<file path="config.mk">
export PLATFORM = sky130hd
export DESIGN_NAME = fetch_request_unit
export DESIGN_NICKNAME = d
export VERILOG_FILES = /design/src/rtl/fetch_request_unit.sv
export SDC_FILE = /design/constraint.sdc
export NUM_CORES = 1
export LEC_CHECK = 0
export ABC_AREA = 1
export CORE_MARGIN = 8
export CORE_UTILIZATION = 35
export CTS_CLUSTER_DIAMETER = 150
export CTS_CLUSTER_SIZE = 10
export DETAILED_ROUTE_END_ITERATION = 8
export GPL_ROUTABILITY_DRIVEN = 0
export PLACE_DENSITY_LB_ADDON = 0.05
export SLEW_MARGIN = 30
export SYNTH_ARGS = -nofsm -noshare
export SYNTH_HDL_FRONTEND = slang
export SYNTH_SLANG_ARGS = --single-unit
</file>
<file path="constraint.sdc">
create_clock -name CLK -period 5.02 [get_ports CLK]
set_input_delay 1.506 -clock CLK [delete_from_list [all_inputs] [get_ports CLK]]
set_output_delay 1.506 -clock CLK [all_outputs]
set_load 0.005 [all_outputs]
</file>
<file path="src/rtl/fetch_request_unit.sv">
// fetch_request_unit: owns the PC, sequences the instruction/data memory
// handshakes for each instruction, latches HALT and counts retirements.
// One instruction retires per commit pulse; memory instructions spend one
// extra phase (DATA) waiting for the data-memory hit.
module fetch_request_unit #(
  parameter logic [31:0] PC_INIT = 32'h0000_0000,
  parameter int          WORD_W  = 32
) (
  input  logic              CLK,
  input  logic              nRST,
  input  logic              ihit,
  input  logic              dhit,
  input  logic [WORD_W-1:0] imemload,
  input  logic [WORD_W-1:0] rdat1,
  input  logic              dMemRe,
  input  logic              dMemWr,
  input  logic              Halt,
  input  logic              PcSrc,
  input  logic              JType,
  input  logic              JReg,
  output logic              imemREN,
  output logic [WORD_W-1:0] imemaddr,
  output logic              dmemREN,
  output logic              dmemWEN,
  output logic [WORD_W-1:0] instr,
  output logic [WORD_W-1:0] pc,
  output logic [WORD_W-1:0] pc_plus4,
  output logic              commit,
  output logic              halt,
  output logic [WORD_W-1:0] instr_count
);

  typedef enum logic [1:0] {
    FETCH  = 2'd0,
    DATA   = 2'd1,
    HALTED = 2'd2
  } state_e;

  state_e      state_q;
  logic [31:0] pc_q;
  logic [31:0] instr_q;
  logic [31:0] count_q;
  logic        halt_q;

  logic [31:0] npc_d;
  logic [31:0] br_off_s;
  logic        mem_op_s;

  assign mem_op_s    = dMemRe | dMemWr;
  assign pc          = pc_q;
  assign imemaddr    = pc_q;
  assign pc_plus4    = pc_q + 32'd4;
  assign instr_count = count_q;
  assign halt        = halt_q;
  assign br_off_s    = {{14{instr[15]}}, instr[15:0], 2'b00};

  // Instruction presented downstream: live memory word while fetching,
  // the latched word once the fetch has completed (memory phase / halted).
  always_comb begin
    instr = instr_q;
    if (state_q == FETCH) begin
      instr = imemload;
    end else begin
      instr = instr_q;
    end
  end

  // Next-PC selection: JR beats J/JAL beats taken branch beats sequential.
  always_comb begin
    npc_d = pc_plus4;
    if (JReg) begin
      npc_d = rdat1;
    end else if (JType) begin
      npc_d = {pc_plus4[31:28], instr[25:0], 2'b00};
    end else if (PcSrc) begin
      npc_d = pc_plus4 + br_off_s;
    end else begin
      npc_d = pc_plus4;
    end
  end

  // Memory requests and retire strobe; all forced low while reset is held
  // so an in-flight data request is withdrawn in the reset cycle itself.
  always_comb begin
    imemREN = 1'b0;
    dmemREN = 1'b0;
    dmemWEN = 1'b0;
    commit  = 1'b0;
    if (nRST) begin
      case (state_q)
        FETCH: begin
          imemREN = 1'b1;
          commit  = ihit & ~Halt & ~mem_op_s;
        end
        DATA: begin
          dmemREN = dMemRe;
          dmemWEN = dMemWr;
          commit  = dhit;
        end
        HALTED: begin
          commit = 1'b0;
        end
        default: begin
          commit = 1'b0;
        end
      endcase
    end else begin
      commit = 1'b0;
    end
  end

  // Sequencer: state, PC, latched instruction, halt latch and retire count.
  always_ff @(posedge CLK) begin
    if (!nRST) begin
      state_q <= FETCH;
      pc_q    <= PC_INIT;
      instr_q <= 32'h0000_0000;
      count_q <= 32'h0000_0000;
      halt_q  <= 1'b0;
    end else begin
      case (state_q)
        FETCH: begin
          if (ihit) begin
            if (Halt) begin
              state_q <= HALTED;
              halt_q  <= 1'b1;
              instr_q <= imemload;
            end else if (mem_op_s) begin
              state_q <= DATA;
              instr_q <= imemload;
            end else begin
              pc_q    <= npc_d;
              count_q <= count_q + 32'd1;
            end
          end
        end
        DATA: begin
          if (dhit) begin
            state_q <= FETCH;
            pc_q    <= npc_d;
            count_q <= count_q + 32'd1;
          end
        end
        HALTED: begin
          halt_q <= 1'b1;
        end
        default: begin
          state_q <= FETCH;
        end
      endcase
    end
  end

endmodule

</file>
==> results.yml, run 1 <==
outcome:
  status: "completed"
synthesis:
  yosysTopAreaCell: "dfxtp_1"
  synthTopCellsByArea: "dfxtp_1 22%, nand2_1 21%, inv_1 8.3%"
  yosysSeqAreaShare_pct: 22.25
  synth_cell_types: 50
  ys.flop_type: "dfxtp_1"
  syn_area_mm2: 0.008909
  syn_nets: 1661
  yosysTopAreaCellShare_pct: 22.25
  synth_common_cells: "507 x nand2_1, 197 x inv_1, 196 x nor2_1"
  synth_edf_count: 0
  avgSynthCellArea_um2: 5.751
  ys_seq_elements: 99
  async_flop_share_pct: 0
  yosysMostFrequentCell: "nand2_1"
  synthCells: 1549
  ys_warn_count: 0
clocking:
  cts.clk_slew.worst_paths_ns: 0.08
  clock_latency_ns: 0.37
  cts_sinks: 99
  cts_tree: "built"
  h-tree-depth: 3
  cts_buffers: 9
  ctsResizeCount: 0
  cts_hold_buf: 0
  clk_path_buf_depth: 2
  clockRootBuffer: "clkbuf_16"
  cts_setup_buffers: 0
die:
  placementRows: 58
  dieWidth_um: 175.5
  initial_core_util_pct: 35.48
  fp.dieH_um: 175.5
  core_mm2: 0.02511
  die_area_mm2: 0.03081
  io_pins: 239
timing:
  fin_tns_setup_ns: 0
  hold_viol: 0
  max_slew.worst_pin.slew_ns: 0.7550
  fin_crit_sh_pct: 91.87
  finClkSkew_ns: 0.01850
  relSlewSlack_pct: 49.61
  setup_violations: 0
  slew_viol_final: 0
  period_needed_ns: 4.612
  fmax_ghz: 0.2168
  grt_setup_unrepaired: "false"
layout:
  n_antenna_cell: 0
  stdcell_area_mm2: 0.01168
  area_growth_pct: 31.14
  drive_above_1_share_pct: 5.801
  fill_cells: 2769
  final_nets: 1848
power_and_ir_drop:
  ir_worst_vdd_mv: 0.1363
  pwr-share-seq_pct: 34.3
  p_per_area_mw_per_mm2: 219.1
  switching_share_pct: 38.77
  p_leak_nw: 5.370
  p_sw_mw: 0.9925
  pwr-share-clk_pct: 28.8
  pwr-share-comb_pct: 36.9
  power_mw: 2.560
  intPower_mw: 1.568
setup_path:
  reg2reg_from: "state_q[1]"
  cp_max_fo: 3
  startpoint: "Halt"
  crit_slowest_cell: "clkdlybuf4s50_1"
  crit_path_end_kind: "output port"
  crit_family: "buffers and inverters"
  cp.required_ns: 3.51
  crit_chain: "clkdlybuf4s50_1 > nor3_4 > nand2_1 > nand2_2 > inv_2 > nor2_1 > clkdlybuf4s50_1"
  cp_num_buf_inv: 3
  crit_top_cell: "clkdlybuf4s50_1"
  cp-start-kind: "primary input"
  path_class: "primary input to output port"
  cpPeakStageDelay_ns: 0.53
  arrival_ns: 3.11
global_routing:
  track_usage_pct: 23.33
  grt_overflow: 0
  grt_pass1_wl_um: 56400
  grt_antenna_before_repair: 3
  grt_start_max_net_pins: 51
  grt_pass1_vias: 9733
routing:
  drc: 0
  via_per_inst: 4.969
  wl_per_cell_um: 17.72
  drt_wl_total_um: 36700
  via_count: 10290
  drt_iter0_markers: 863
  antenna_left: 0
  first_pass_iters: 5
placement:
  place_area_mm2: 0.01139
  port_buffers: 238
  dp_hpwl_um: 29500
hold_path:
  worstHoldPathType: "register to register"
  hold_start: "halt"
job:
  maxCapViolCount: 0
[per-layer routing]
layer / up-vias / part of all wire, % / track usage [%]
li1: 5238 / - / -
met1: 4643 / 44 / 29.68
met2: 348 / 45 / 37.24
met3: 55 / 8.8 / 7.258
met4: 6 / 2.3 / 6.888
met5: - / 0.090 / 0
[cells in the final DEF (no fill, tap or decap), types with 5 or more instances in the layout]
cell	Yosys	layout
nor3_1	23	22
o21bai_1	5	5
xnor2_1	9	9
clkbuf_16	0	9
nand3_1	97	97
ha_1	37	37
nand2_1	507	507
nor2_2	14	14
inv_2	6	6
dfxtp_1	99	99
o221ai_1	6	6
nor2_1	196	196
o21ai_1	8	8
nand2_2	14	14
nor2_4	8	8
a21oi_1	78	78
nor3_2	4	5
clkdlybuf4s50_1	0	237
inv_1	197	197
nand4_1	20	20
nand3b_1	6	6
xor2_1	22	22
o21ai_0	64	64
buf_4	35	17
[flip-flops by register name, indices dropped and copies added (netlist names)]
register,cells
imemaddr,32
halt,1
instr_count,32
state_q,2
instr_q,32
[cells by family (layout without fill, tap and decap cells)]
logic type / Yosys count / count (layout) / share of synthesized area, %
simple gates: 914 / 914 / 44.28
xor+xnor: 31 / 31 / 3.048
buf+inv: 285 / 477 / 13.65
fa+ha+maj: 38 / 38 / 5.421
flops: 99 / 99 / 22.25
compound gates: 182 / 182 / 11.35
[power by group through the flow]
stage          Sequential (mW)  Clock [mW]  Combinational [mW]
3_3_place_gp             0.895           0               0.942
2_1_floorplan            0.880           0               0.529
6_report                 0.878       0.738               0.944
4_1_cts                  0.878       0.751               0.948
5_1_grt                  0.884       0.776                1.05
3_5_place_dp             0.896           0               0.941
[layout make-up]
cell class / count / area, um2 / share of cell area, %
clock buffers: 9 / 225.2 / 1.928
clock inverters: 7 / 68.82 / 0.5891
inverters: 206 / 773.2 / 6.619
multi-input cells: 1165 / 5715 / 48.92
flip-flops and latches: 99 / 1982 / 16.96
well taps: 330 / 412.9 / 3.534
repair buffers: 255 / 2505 / 21.44
[through the flow]
step | std cells | setup WS, ns | hold slack [ns] | util, %
floorplan | 1549 | 1.064 | 0.4466 | -
global placement | 2055 | 0.3698 | 0.4378 | 45.36
detailed placement | 2055 | 0.3866 | 0.4488 | 45.36
CTS | 2071 | 0.3929 | 0.4636 | 46.53
global route | 2071 | 0.2483 | 0.5006 | 46.53
finish | 2071 | 0.4080 | 0.4642 | 46.53
[path summary, 6_finish.rpt]
kind                  endpoint  slack (ns)  cells past startpoint
setup / recovery        commit        0.41                      7
hold / removal            halt        0.46                      2
setup reg to reg  imemaddr[29]        1.06                     20
hold reg to reg           halt        0.46                      2
[worst min-delay path, delay by kind of cell (launching register included)]
kind	cells	cell delay, ns
flops	1	0.32
buf+inv	1	0.05
compound gates	1	0.05
Note: power is estimated with default switching activity, not from simulation.
==> run 2: changes to the inputs <==
CORE_UTILIZATION = 54   (was 35)
==> run 2 against run 1 <==
Wire length shrank 12%. Setup slack lost 0.12 ns. Critical path type unchanged. Non-clock buffer count shrank 5. Fmax shrank 2.5%.
==> results.yml, run 2 (synthesis results as in run 1) <==
routing:
  drt_wl_total_um: 32410
  via_per_inst: 5.406
  drt_iter0_markers: 822
  wl_per_cell_um: 16.57
  drc: 0
  first_pass_iters: 6
  via_count: 10580
  antenna_left: 0
layout:
  final_nets: 1843
  n_antenna_cell: 0
  area_growth_pct: 29.68
  final_common_cell: "nand2_1"
  drive_above_1_share_pct: 5.588
  fill_cells: 1553
  final_cell_mix: "507 x nand2_1, 237 x clkdlybuf4s50_1, 196 x inv_1, 196 x nor2_1, 99 x dfxtp_1"
  stdcell_area_mm2: 0.01155
placement:
  place_area_mm2: 0.01121
  pre_cts_slack_ns: 0.2739
  dp_hpwl_um: 25890
  port_buffers: 238
global_routing:
  grt_start_max_net_pins: 59
  track_usage_pct: 30.75
  grt_pass1_vias: 10030
  grt_antenna_before_repair: 0
  grt_pass1_wl_um: 50120
  grt_overflow: 0
clocking:
  clock_latency_ns: 0.35
  cts_buffers: 9
  h-tree-depth: 3
  cts_sinks: 99
  cts_setup_buffers: 0
  clk_path_buf_depth: 2
  cts_tree: "built"
  cts.clk_slew.worst_paths_ns: 0.07
  cts_hold_buf: 0
  clockRootBuffer: "clkbuf_16"
  ctsResizeCount: 0
setup_path:
  r2r_cells: 23
  cp_max_fo: 3
  startpoint: "Halt"
  r2r_slack_ns: 1.10
  reg2reg_from: "state_q[0]"
  cp-start-kind: "primary input"
  r2r-end: "imemaddr[30]"
  crit_path_end_kind: "output port"
  arrival_ns: 3.22
  cp.required_ns: 3.51
  critPathCapture: "commit"
  path_class: "primary input to output port"
power_and_ir_drop:
  ir_worst_vdd_mv: 0.2087
  p_leak_nw: 5.370
  power_mw: 2.592
  p_per_area_mw_per_mm2: 224.4
die:
  placementRows: 47
  dieWidth_um: 144.4
  initial_core_util_pct: 54.49
  core_mm2: 0.01635
  die_area_mm2: 0.02086
  fp.dieH_um: 144.4
  io_pins: 239
timing:
  grt_setup_unrepaired: "false"
  relSlewSlack_pct: 59.29
  finClkSkew_ns: 0.01277
  fin_tns_setup_ns: 0
  period_needed_ns: 4.729
  setup_violations: 0
  finalWorstSetupSlack_ns: 0.2906
  fmax_ghz: 0.2114
  hold_viol: 0
  max_slew.worst_pin.slew_ns: 0.6069
  timing.hold.ws_ns: 0.4581
  fin_crit_sh_pct: 94.21
  slew_viol_final: 0
job:
  maxCapViolCount: 0
hold_path:
  worstHoldPathType: "register to register"
outcome:
  status: "completed"
## run 2: cell count changes in the layout (fill, tap and decap cells not counted), sizes merged
| cell | delta |
|---|---|
| inv | +1 |
| clkinvlp | -1 |
| bufinv | +2 |
| buf | -5 |
| clkinv | -3 |
| clkbuf | +1 |
## run 2: worst max-delay path, cell delays in order
cell and delay [ns]:
clkdlybuf4s50_1 0.48, nor3_4 0.26, nand2_1 0.09, nand2_2 0.09
inv_2 0.04, nor2_1 0.20, clkdlybuf4s50_1 0.55
## run 2: worst min path at each step
stage | to | slack, ns | from | cells past startpoint
after floorplan | halt | 0.45 | halt | 2
after global placement | halt | 0.44 | halt | 2
after detailed placement | halt | 0.45 | halt | 2
after CTS | halt | 0.46 | halt | 2
after global routing | halt | 0.48 | halt | 2
final | halt | 0.46 | halt | 2
## run 2: final cells by class
type | count | area [um2] | share of cell area [%]
multi-input cells | 1165 | 5715 | 49.47
repair buffers | 250 | 2467 | 21.36
flip-flops and latches | 99 | 1982 | 17.16
inverters | 206 | 773.2 | 6.693
well taps | 220 | 275.3 | 2.383
clock buffers | 10 | 239.0 | 2.069
clock inverters | 6 | 100.1 | 0.8665
## run 2: report_power, final
group	leakage (nW)	total [mW]	switching [mW]	internal [mW]
Combinational	4.39	0.924	0.542	0.382
Clock	0.168	0.792	0.330	0.462
Sequential	0.808	0.876	0.0469	0.829
## run 2: stage by stage
| stage | cells | utilization, % |
|---|---|---|
| 5_1_grt | 1956 | 70.66 |
| 6_report | 1956 | 70.66 |
| 3_5_place_dp | 1940 | 68.59 |
| 3_3_place_gp | 1940 | 68.59 |
| 4_1_cts | 1956 | 70.66 |
| 2_1_floorplan | 1549 | - |
## run 2: per-layer routing
metal | GRT usage (%) | share of wire (%) | vias up
li1 | - | - | 5228
met1 | 35.52 | 39 | 4732
met2 | 49.69 | 46 | 486
met3 | 7.725 | 9.6 | 129
met4 | 20.15 | 6.2 | 0
met5 | 0 | 0 | -
==> run 3: changes to the inputs <==
CAP_MARGIN = 20   (was not set)
==> results of run 3 <==
Same layout as run 2: the final DEF is identical, and so are final timing and power.
